**src/rtl/circuito_exp3_desafio_pkg.sv**
```systemverilog
// rtl/circuito_exp3_desafio_pkg.sv - state codes and ROM sequence for the sequence-checking game
package circuito_exp3_desafio_pkg;

    localparam int DATA_W = 4;

    // Encodings double as the digit shown on db_estado.
    typedef enum logic [3:0] {
        ST_INICIAL    = 4'h0,
        ST_PREPARACAO = 4'h1,
        ST_REGISTRA   = 4'h2,
        ST_COMPARACAO = 4'h3,
        ST_PROXIMO    = 4'h4,
        ST_FIM_ACERTO = 4'hA,
        ST_FIM_ERRO   = 4'hE
    } estado_t;

    function automatic logic [DATA_W-1:0] rom_read(input logic [3:0] addr);
        logic [DATA_W-1:0] data;
        case (addr)
            4'd0:    data = 4'h1;
            4'd1:    data = 4'h2;
            4'd2:    data = 4'h4;
            4'd3:    data = 4'h8;
            4'd4:    data = 4'h4;
            4'd5:    data = 4'h2;
            4'd6:    data = 4'h1;
            4'd7:    data = 4'h1;
            4'd8:    data = 4'h2;
            4'd9:    data = 4'h2;
            4'd10:   data = 4'h4;
            4'd11:   data = 4'h4;
            4'd12:   data = 4'h8;
            4'd13:   data = 4'h8;
            4'd14:   data = 4'h1;
            default: data = 4'h4;
        endcase
        return data;
    endfunction

endpackage

```
**src/rtl/circuito_exp3_desafio_hexa7seg.sv**
```systemverilog
// rtl/circuito_exp3_desafio_hexa7seg.sv - hex digit to active-low 7-segment (g..a) decoder
module circuito_exp3_desafio_hexa7seg (
    input  logic [3:0] hexa_i,
    output logic [6:0] seg_o
);

    always_comb begin
        seg_o = 7'b1111111;
        case (hexa_i)
            4'h0: seg_o = 7'b1000000;
            4'h1: seg_o = 7'b1111001;
            4'h2: seg_o = 7'b0100100;
            4'h3: seg_o = 7'b0110000;
            4'h4: seg_o = 7'b0011001;
            4'h5: seg_o = 7'b0010010;
            4'h6: seg_o = 7'b0000010;
            4'h7: seg_o = 7'b1111000;
            4'h8: seg_o = 7'b0000000;
            4'h9: seg_o = 7'b0010000;
            4'hA: seg_o = 7'b0001000;
            4'hB: seg_o = 7'b0000011;
            4'hC: seg_o = 7'b1000110;
            4'hD: seg_o = 7'b0100001;
            4'hE: seg_o = 7'b0000110;
            4'hF: seg_o = 7'b0001110;
            default: seg_o = 7'b1111111;
        endcase
    end

endmodule

```
**src/rtl/circuito_exp3_desafio.sv**
```systemverilog
// rtl/circuito_exp3_desafio.sv - sequence-checking game: FSM, counter, jogada register, ROM compare
module circuito_exp3_desafio
    import circuito_exp3_desafio_pkg::*;
(
    input  logic       clock,
    input  logic       reset,
    input  logic       iniciar,
    input  logic [3:0] chaves,
    output logic       pronto,
    output logic       acertou,
    output logic       errou,
    output logic       db_igual,
    output logic       db_iniciar,
    output logic [6:0] db_contagem,
    output logic [6:0] db_memoria,
    output logic [6:0] db_chaves,
    output logic [6:0] db_estado
);

    estado_t     state_q, state_d;
    logic [3:0]  contagem_q;
    logic [3:0]  jogada_q;
    logic        pronto_q, acertou_q, errou_q;
    logic [3:0]  memoria;
    logic        igual, fim;

    assign memoria = rom_read(contagem_q);
    assign igual   = (jogada_q == memoria);
    assign fim     = (contagem_q == 4'd15);

    always_comb begin
        state_d = state_q;
        case (state_q)
            ST_INICIAL:    if (iniciar) state_d = ST_PREPARACAO;
            ST_PREPARACAO: state_d = ST_REGISTRA;
            ST_REGISTRA:   state_d = ST_COMPARACAO;
            ST_COMPARACAO: begin
                if (!igual)   state_d = ST_FIM_ERRO;
                else if (fim) state_d = ST_FIM_ACERTO;
                else          state_d = ST_PROXIMO;
            end
            ST_PROXIMO:    state_d = ST_REGISTRA;
            ST_FIM_ACERTO,
            ST_FIM_ERRO:   if (iniciar) state_d = ST_PREPARACAO;
            default:       state_d = ST_INICIAL;
        endcase
    end

    // Outputs and datapath are driven from state_d so that they line up with the state register.
    always_ff @(posedge clock or posedge reset) begin
        if (reset) begin
            state_q    <= ST_INICIAL;
            contagem_q <= 4'd0;
            jogada_q   <= 4'd0;
            pronto_q   <= 1'b0;
            acertou_q  <= 1'b0;
            errou_q    <= 1'b0;
        end else begin
            state_q   <= state_d;
            pronto_q  <= (state_d == ST_FIM_ACERTO) || (state_d == ST_FIM_ERRO);
            acertou_q <= (state_d == ST_FIM_ACERTO);
            errou_q   <= (state_d == ST_FIM_ERRO);
            if (state_d == ST_PREPARACAO || state_q == ST_PREPARACAO) begin
                contagem_q <= 4'd0;
                jogada_q   <= 4'd0;
            end else begin
                if (state_q == ST_REGISTRA) jogada_q   <= chaves;
                if (state_q == ST_PROXIMO)  contagem_q <= contagem_q + 4'd1;
            end
        end
    end

    assign pronto     = pronto_q;
    assign acertou    = acertou_q;
    assign errou      = errou_q;
    assign db_igual   = igual;
    assign db_iniciar = iniciar;

    circuito_exp3_desafio_hexa7seg u_seg_contagem (.hexa_i(contagem_q), .seg_o(db_contagem));
    circuito_exp3_desafio_hexa7seg u_seg_memoria  (.hexa_i(memoria),    .seg_o(db_memoria));
    circuito_exp3_desafio_hexa7seg u_seg_chaves   (.hexa_i(jogada_q),   .seg_o(db_chaves));
    circuito_exp3_desafio_hexa7seg u_seg_estado   (.hexa_i(state_q),    .seg_o(db_estado));

endmodule

```
**config.mk**
```make
export PLATFORM = sky130hd
export DESIGN_NAME = circuito_exp3_desafio
export DESIGN_NICKNAME = d
export VERILOG_FILES = /design/src/rtl/circuito_exp3_desafio_pkg.sv /design/src/rtl/circuito_exp3_desafio_hexa7seg.sv /design/src/rtl/circuito_exp3_desafio.sv
export SDC_FILE = /design/constraint.sdc
export NUM_CORES = 1
export LEC_CHECK = 0
export BUFFER_PORTS_ARGS = -buffer_cell sky130_fd_sc_hd__buf_2
export CORE_UTILIZATION = 50
export DETAILED_ROUTE_END_ITERATION = 8
export HOLD_SLACK_MARGIN = 0.05
export PLACE_DENSITY_LB_ADDON = 0.25
export SLEW_MARGIN = 40
export SYNTH_ARGS = -nofsm -noshare
export SYNTH_HDL_FRONTEND = slang
export SYNTH_SLANG_ARGS = --single-unit
```
**constraint.sdc**
```tcl
create_clock -name clock -period 2.8 [get_ports clock]
set_input_delay 0.56 -clock clock [delete_from_list [all_inputs] [get_ports clock]]
set_output_delay 0.56 -clock clock [all_outputs]
set_load 0.1 [all_outputs]
```
# Yosys cells after proc, flatten, opt, wreduce, memory -nomap -nowiden
# Memories as Yosys holds them, arrays and structs flattened.
# Index checks and enable logic that the tools add are counted.
# totals
memories	5
regBits	15
word_cells	38
romBits	512
# classes
n_eq_ne	11
n_reduce_logical	7
n_mux	8
addsub	1
# memory_table
name	depth	word_bits	read_ports	rd_clocked_by_memory_dff	write_ports	line_no	rtl
(name not given)	16	7	1	0	0	circuito_exp3_desafio_hexa7seg.sv:9	case (hexa_i)
(name not given)	16	7	1	0	0	circuito_exp3_desafio_hexa7seg.sv:9	
(name not given)	16	7	1	0	0	circuito_exp3_desafio_hexa7seg.sv:9	
(name not given)	16	7	1	0	0	circuito_exp3_desafio_hexa7seg.sv:9	
(name not given)	16	4	1	0	0	circuito_exp3_desafio_pkg.sv:19	case (addr)
# op_table
cell	n
2-to-1 mux 4 bit	7
equality test 4 bit (second input constant)	5
one-hot mux 4 bit (4 select lines)	1
equality test 4 x 1 -> 1 bit (second input constant)	2
equality test 4 x 2 -> 1 bit (second input constant)	2
adder 4 x 1 -> 4 bit (second input constant)	1
equality test 4 x 3 -> 1 bit (second input constant)	1
equality test 4 bit	1
zero test 4 bit	1
nonzero test 2 bit	2
OR reduction 3 bit	1
logical OR 1 bit	2
OR reduction 2 bit	1

# Logic depth before layout (Yosys ltp)
# Gate-level depths: netlist of the first run.
# logic_depth
ltp_word	7
mapped_depth	11

# Cells and area by module
# Synthesis of the first run repeated with hierarchy kept, for this count alone.
# hier_totals
cells_unflattened	221
hier_area_um2	2073.2
# by_module_without_submodules
module	area_per_inst_um2	n_inst	cells_each
circuito_exp3_desafio_hexa7seg	275.3	4	32
circuito_exp3_desafio	972.2	1	93

# Worst setup path after synthesis of the first run
# Ideal clock, no wire load.
# synth_timing
path_kind	register to output
startpoint	reg contagem_q[2]
endpoint	out db_memoria[2]
path_slack_ps	-1750
path_buffers	4
path_stages_with_launch	11
required_ps	2240
t_arrival_ps	3990
cell_sequence	dfrtp_1 > buf_2 > clkbuf_1 > inv_1 > ha_1 > nand2b_1 > and2_1 > clkbuf_1 > buf_1 > nand2_1 > o21ai_0
# synth_between
elab_chain_cells	2
# synth_rtl
item	line_no	rtl
from (decl)	circuito_exp3_desafio.sv:21	logic [3:0] contagem_q;
from (signal assigned)	circuito_exp3_desafio.sv:68	if (state_q == ST_PROXIMO) contagem_q <= contagem_q + 4'd1;
memory read (16 x 4 bit)	n/a	
memory read (16 x 7 bit)	n/a	
to (decl)	circuito_exp3_desafio.sv:15	output logic [6:0] db_memoria,
# Every way passes these cells.

# Worst setup path after layout of the first run
# layout_timing
startpoint	reg contagem_q[1]
endpoint	out db_igual
# layout_between
elab_chain_cells	2
# layout_rtl
item	line_no	rtl
memory read (16 x 4 bit)	n/a	
equality test 4 bit	circuito_exp3_desafio.sv:28	assign igual = (jogada_q == memoria);
to (decl)	circuito_exp3_desafio.sv:12	output logic db_igual,
# Every way passes these cells.

==> flow_summary.json, run 1 <==
{
  "path_class": "register to output port",
  "synth_compound_area_share_pct": 21.0,
  "diode_count": 0,
  "yosys.area_share.xor_xnor_pct": 2.77,
  "cts_made_buffers": 3,
  "met1_length_um": 2050,
  "route.met2.wl_um": 2740,
  "cts.sink_count": 15,
  "synth.yosys.seq_area_share_pct": 20.3,
  "drc_errors": 0,
  "clock_insertion_delay_worst_skew_ns": 0.24,
  "cts.path.max_buffers": 2,
  "grt_first_pass_wirelength_um": 8540,
  "syn_to_final_growth_pct": 46.4,
  "final_cell_count_no_fill": 343,
  "path_clk_slew_ns": 0.06,
  "synthSimpleGateAreaFrac_pct": 21.3,
  "synthDistinctLibCells": 47,
  "end_kind": "output port",
  "final_util_pct": 78.8,
  "netlist_area_um2": 1850,
  "finalCriticalPeriod_ns": 2.87,
  "die_h_um": 62.9,
  "holdCritPathClass": "input pin to async pin",
  "crit_path_start_kind": "register",
  "syn-mean-instance-area_um2": 7.72,
  "fp.dieArea_um2": 3950,
  "slew_violations": 0,
  "placeableCoreArea_um2": 3440,
  "number_of_global_route_vias_before_repair": 1869,
  "port-buffer-count": 39,
  "hold_bufs_inserted_after_cts": 0,
  "fin_skew_ns": 0.00446,
  "finalWirelength_um": 5140,
  "clock_tree_from_tritoncts": "yes",
  "grt_overflow_total": 0,
  "nNetsFinal": 330,
  "placed_cells_incl_taps": 322,
  "h-tree-depth": 1,
  "ys_ff_latch": 15,
  "tightest_slew_ns": 0.678,
  "die-width_um": 62.9,
  "detail_route.vias_per_cell": 5.76,
  "timing.final.crit_share_pct": 102,
  "arrival_ns": 2.31,
  "share_of_final_layout_standard_cells_stronger_than_drive_strength_1_pct": 41.8,
  "relSlewSlack_pct": 54.2,
  "timing.max_cap.violations": 0,
  "postSynth.asyncResetShare_pct": 100,
  "synth_top_flop_cell": "dfrtp_1",
  "mapped_nets": 272,
  "wire_per_inst_um": 15.0,
  "max_freq_ghz": 0.349,
  "cp.required_ns": 2.24,
  "synth_top_family_by_area": "simple AND/OR/NAND/NOR gates",
  "setup_ws_ns": -0.0678,
  "drt_first_iter_violations": 148,
  "fin_hold_ws_ns": 0.373,
  "failing_checks": "negative setup slack",
  "place_hpwl_um": 3360,
  "grt_max_degree": 18,
  "timing.final.setup_violations": 7,
  "final-hold-violation-count": 0,
  "drtAntennaViolNets": 0,
  "globalRouteTotalUtil_pct": 26.9,
  "drt_pass_1_iters": 4,
  "number_of_antenna_violations_at_the_first_check_in_global_routing": 0,
  "ys.warnings.count": 0,
  "muxShareOfSynthArea_pct": 10.1,
  "synthAdderAreaFrac_pct": 16.9,
  "detail_route_met3_wl_um": 231,
  "routed-via-count": 1974,
  "root_buffer": "clkbuf_8",
  "start_util_pct": 53.8,
  "layout.filler_cells": 216,
  "finalWeightedCongestion": 0.847,
  "placement_rows": 21,
  "highest-signal-layer": "met4",
  "rsz0062_at_grt": "yes",
  "synth_cells": 240,
  "synth-edff-count": 0,
  "num_ports": 40,
  "outcome": "finished, violations left",
  "path_max_fanout": 8
}
-- final timing paths --
| check | startpoint | end | slack, ns | cells past startpoint |
|---|---|---|---|---|
| min | reset | pronto | 0.37 | 2 |
| max in group asynchronous | reset | contagem_q[0] | 2.00 | 2 |
| min in group clock | chaves[3] | jogada_q[3] | 0.55 | 3 |
| min reg2reg | state_q[0] | state_q[0] | 0.71 | 2 |
| max | contagem_q[1] | db_igual | -0.07 | 7 |
| max reg2reg | contagem_q[1] | state_q[1] | -0.05 | 8 |
-- through the flow --
stage	cell area, µm²	worst slack, ns	setup TNS [ns]
after floorplan	2010	-0.338	-2.08
after global placement	2400	0.175	0
after detailed placement	2400	-0.00181	-0.00181
after CTS	2610	-0.0449	-0.107
after global routing	2710	-0.171	-1.19
final	2710	-0.0678	-0.339
-- repair_timing --
item | in CTS | in global routing
setup endpoints to repair | 8 | 12
setup buffers | 12 | 5
cloned | 0 | 0
resized for setup | 18 | 18
pin swaps | 4 | 1
-- logic make-up after synthesis --
kind of cell             after synthesis
buffers and inverters                 34
XOR/XNOR                               5
adder cells (fa/ha/maj)               25
multiplexers                          15
flip-flops                            15
AND/OR/NAND/NOR                       84
AO/OA/AOI/OAI                         62
-- cells in the final DEF, fill, tap and decap left out, drive strengths merged, types with 2 or more instances in the layout --
cell	synthesis	layout
buf	6	68
nor2	29	29
ha	25	25
nand2	23	23
a21oi	18	18
inv	17	17
dfrtp	15	15
o21ai	14	14
mux2i	12	12
o22ai	10	10
nor3	6	6
xnor2	5	5
clkbuf	10	5
nand2b	4	4
nand3	4	4
or2	3	3
mux4	3	3
and3	3	3
a31oi	3	3
o32ai	3	3
o31ai	2	2
and2	2	2
nor2b	2	2
or3b	2	2
a21boi	2	2
-- cell usage after synthesis, types with 3 or more instances --
cell type | count | area [µm²]
nor3_1 | 6 | 30.0
a31oi_1 | 3 | 18.8
o22ai_1 | 10 | 62.6
and3_1 | 3 | 18.8
o21ai_0 | 14 | 70.1
o32ai_1 | 3 | 26.3
a21oi_1 | 18 | 90.1
nor2_1 | 29 | 109
nand3_1 | 4 | 20.0
clkbuf_1 | 10 | 37.5
mux2i_1 | 12 | 120
dfrtp_1 | 15 | 375
or2_2 | 3 | 18.8
xnor2_1 | 4 | 35.0
ha_1 | 25 | 313
inv_1 | 17 | 63.8
mux4_2 | 3 | 67.6
nand2_1 | 23 | 86.3
nand2b_1 | 4 | 25.0
-- routing by layer --
metal  vias up  GRT usage [%]
li1        964              -
met1       925           31.9
met5         -              0
met3        11           3.65
met4         0           9.01
met2        74           49.3
-- final cells by class --
class / count / area (µm²) / share of cell area (%)
Multi-Input combinational cell: 191 / 1590 / 58.8
Inverter: 18 / 72.6 / 2.68
Tap cell: 46 / 57.6 / 2.12
Timing Repair Buffer: 69 / 564 / 20.8
Clock buffer: 4 / 45.0 / 1.66
Sequential cell: 15 / 378 / 13.9
-- worst max-delay path, cell delays in order (launching register included) --
cell and delay, ns:
dfrtp_2 0.48, buf_6 0.15, ha_4 0.16, mux4_2 0.58, xnor2_2 0.23, o221ai_4 0.15, nor2_4 0.14, buf_12 0.19
-- flip-flops by register name (all words and copies together) (netlist names) --
signal and cells:
acertou 1, errou 1, jogada_q 4, contagem_q 4, pronto 1, state_q 4
Power of run 1 is not shown: default switching activity piles up to over one toggle a cycle in this logic, so the estimate is an artifact.
==> run 2: changes to the inputs <==
--- a/config.mk
+++ b/config.mk
@@ -8,6 +8,7 @@
 export BUFFER_PORTS_ARGS = -buffer_cell sky130_fd_sc_hd__buf_2
 export CORE_UTILIZATION = 50
 export DETAILED_ROUTE_END_ITERATION = 8
+export GPL_TIMING_DRIVEN = 0
 export HOLD_SLACK_MARGIN = 0.05
 export PLACE_DENSITY_LB_ADDON = 0.25
 export SLEW_MARGIN = 40
==> run 2 against run 1 <==
Compared with the run above:
- the run still ends with negative setup slack left
- worst setup slack improved by 0.064 ns
- global-route usage is 2.1 points higher
- wire length rose by 12%
- die area is the same
- clock skew fell by 0.0025 ns
- worst hold slack got worse by 0.0037 ns
- non-clock buffer count unchanged
- final area is 2.1% higher
- maximum frequency grew 2.3%
- first-iteration DRC count decreased by 1.4%
- critical endpoint is now db_memoria[1]
- highest routed layer unchanged
==> flow_summary.json, run 2 (same netlist as run 1, synthesis figures left out) <==
{
  "number_of_global_route_vias_before_repair": 1989,
  "ff_latch_area_um2": 378,
  "port-buffer-count": 39,
  "path_max_fanout": 7,
  "number_of_antenna_violations_at_the_first_check_in_global_routing": 0,
  "placement_rows": 21,
  "relSlewSlack_pct": 55.2,
  "commonest_non_fill_non_tap_cells_in_the_layout": "buf_2, nor2_1, nand2_1",
  "setup_ws_ns": -0.00407,
  "h-tree-depth": 1,
  "crit_path_start_kind": "register",
  "die_h_um": 62.9,
  "clock_tree_from_tritoncts": "yes",
  "diode_count": 0,
  "detail_route.vias_per_cell": 5.87,
  "grt_first_pass_wirelength_um": 9160,
  "drtAntennaViolNets": 0,
  "fin_hold_ws_ns": 0.369,
  "finalWeightedCongestion": 0.908,
  "tightest_slew_ns": 0.672,
  "outcome": "finished, violations left",
  "cts.sink_count": 15,
  "share_of_final_layout_standard_cells_stronger_than_drive_strength_1_pct": 41.1,
  "rsz0062_at_grt": "yes",
  "num_ports": 40,
  "grt_max_degree": 16,
  "detailedPlace.worstSlack_ns": -0.341,
  "placedInstanceArea_um2": 2270,
  "biggestRegsByFlops": "contagem_q (4), jogada_q (4), state_q (4)",
  "fp.dieArea_um2": 3950,
  "cp.required_ns": 2.24,
  "r2r_slack_ns": 0.16,
  "multi_input_area_um2": 1650,
  "layout.filler_cells": 207,
  "timing.final.crit_share_pct": 100,
  "timing.rr.start": "contagem_q[0]",
  "fin_skew_ns": 0.00193,
  "grt_overflow_total": 0,
  "final_common_cell": "buf_2",
  "syn_to_final_growth_pct": 49.5,
  "path_clk_slew_ns": 0.06,
  "start_util_pct": 53.8,
  "globalRouteTotalUtil_pct": 29.0,
  "max_freq_ghz": 0.357,
  "slew_violations": 0,
  "fin_setup_tns_ns": -0.00785,
  "cts.path.max_buffers": 2,
  "routed-via-count": 2012,
  "cts_made_buffers": 3,
  "place_hpwl_um": 3340,
  "timing.max_cap.violations": 0,
  "placeableCoreArea_um2": 3440,
  "wire_per_inst_um": 16.7,
  "root_buffer": "clkbuf_8",
  "die-width_um": 62.9,
  "end_kind": "output port",
  "hold_bufs_inserted_after_cts": 0,
  "arrival_ns": 2.24,
  "drc_errors": 0,
  "nNetsFinal": 330,
  "finish.instance_area_um2": 2770,
  "final-hold-violation-count": 0,
  "timing.final.setup_violations": 2,
  "finalWirelength_um": 5740,
  "first_element_of_the_critical_path": "contagem_q[1]",
  "holdCritPathClass": "input pin to async pin",
  "clock_insertion_delay_worst_skew_ns": 0.24,
  "finalCriticalPeriod_ns": 2.80,
  "failing_checks": "negative setup slack",
  "path_class": "register to output port",
  "drt_pass_1_iters": 5,
  "drt_first_iter_violations": 146
}
==> run 2: final cells by class <==
cell class | instances | share of cell area, %
Tap cell | 46 | 2.08
Buffer | 12 | 3.39
Inverter | 18 | 2.76
Clock buffer | 4 | 1.63
Sequential cell | 15 | 13.7
Multi-Input combinational cell | 191 | 59.4
Timing Repair Buffer | 57 | 17.0
==> run 2: repair_timing <==
action | CTS | global route
resized for setup | 66 | 19
pin swaps | 8 | 4
setup endpoints to repair | 9 | 17
buffers inserted | 15 | 3
cloned | 0 | 0
==> run 2: per-layer routing <==
layer	share of wire [%]	up-vias	global-route usage, %
met5	0	-	0
met4	3.1	0	8.43
met3	3.9	16	3.47
met2	54	72	54.8
met1	39	967	33.7
li1	-	957	-
==> run 2: critical path, stage by stage (launching register included) <==
cell and delay, ns:
dfrtp_2 0.47, inv_4 0.12, ha_1 0.14, mux2i_1 0.06
o21a_2 0.24, buf_4 0.17, ha_1 0.28, nand2_1 0.07
o21ai_2 0.07, o32ai_4 0.16, buf_12 0.21
==> run 2: stage by stage <==
stage,std cells,utilization (%)
after floorplan,240,-
after global placement,325,65.8
after detailed placement,325,65.8
after CTS,342,78.1
after global routing,343,80.4
final,343,80.4
==> run 2: worst paths after layout <==
check	end	cells past startpoint
worst max-delay path	db_memoria[1]	10
worst min-delay path	pronto	2
worst max register to register	state_q[1]	8
worst min register to register	state_q[0]	2
max in group asynchronous	contagem_q[0]	2
min in group clock	jogada_q[3]	3
Power of run 2 is left out for the same reason.
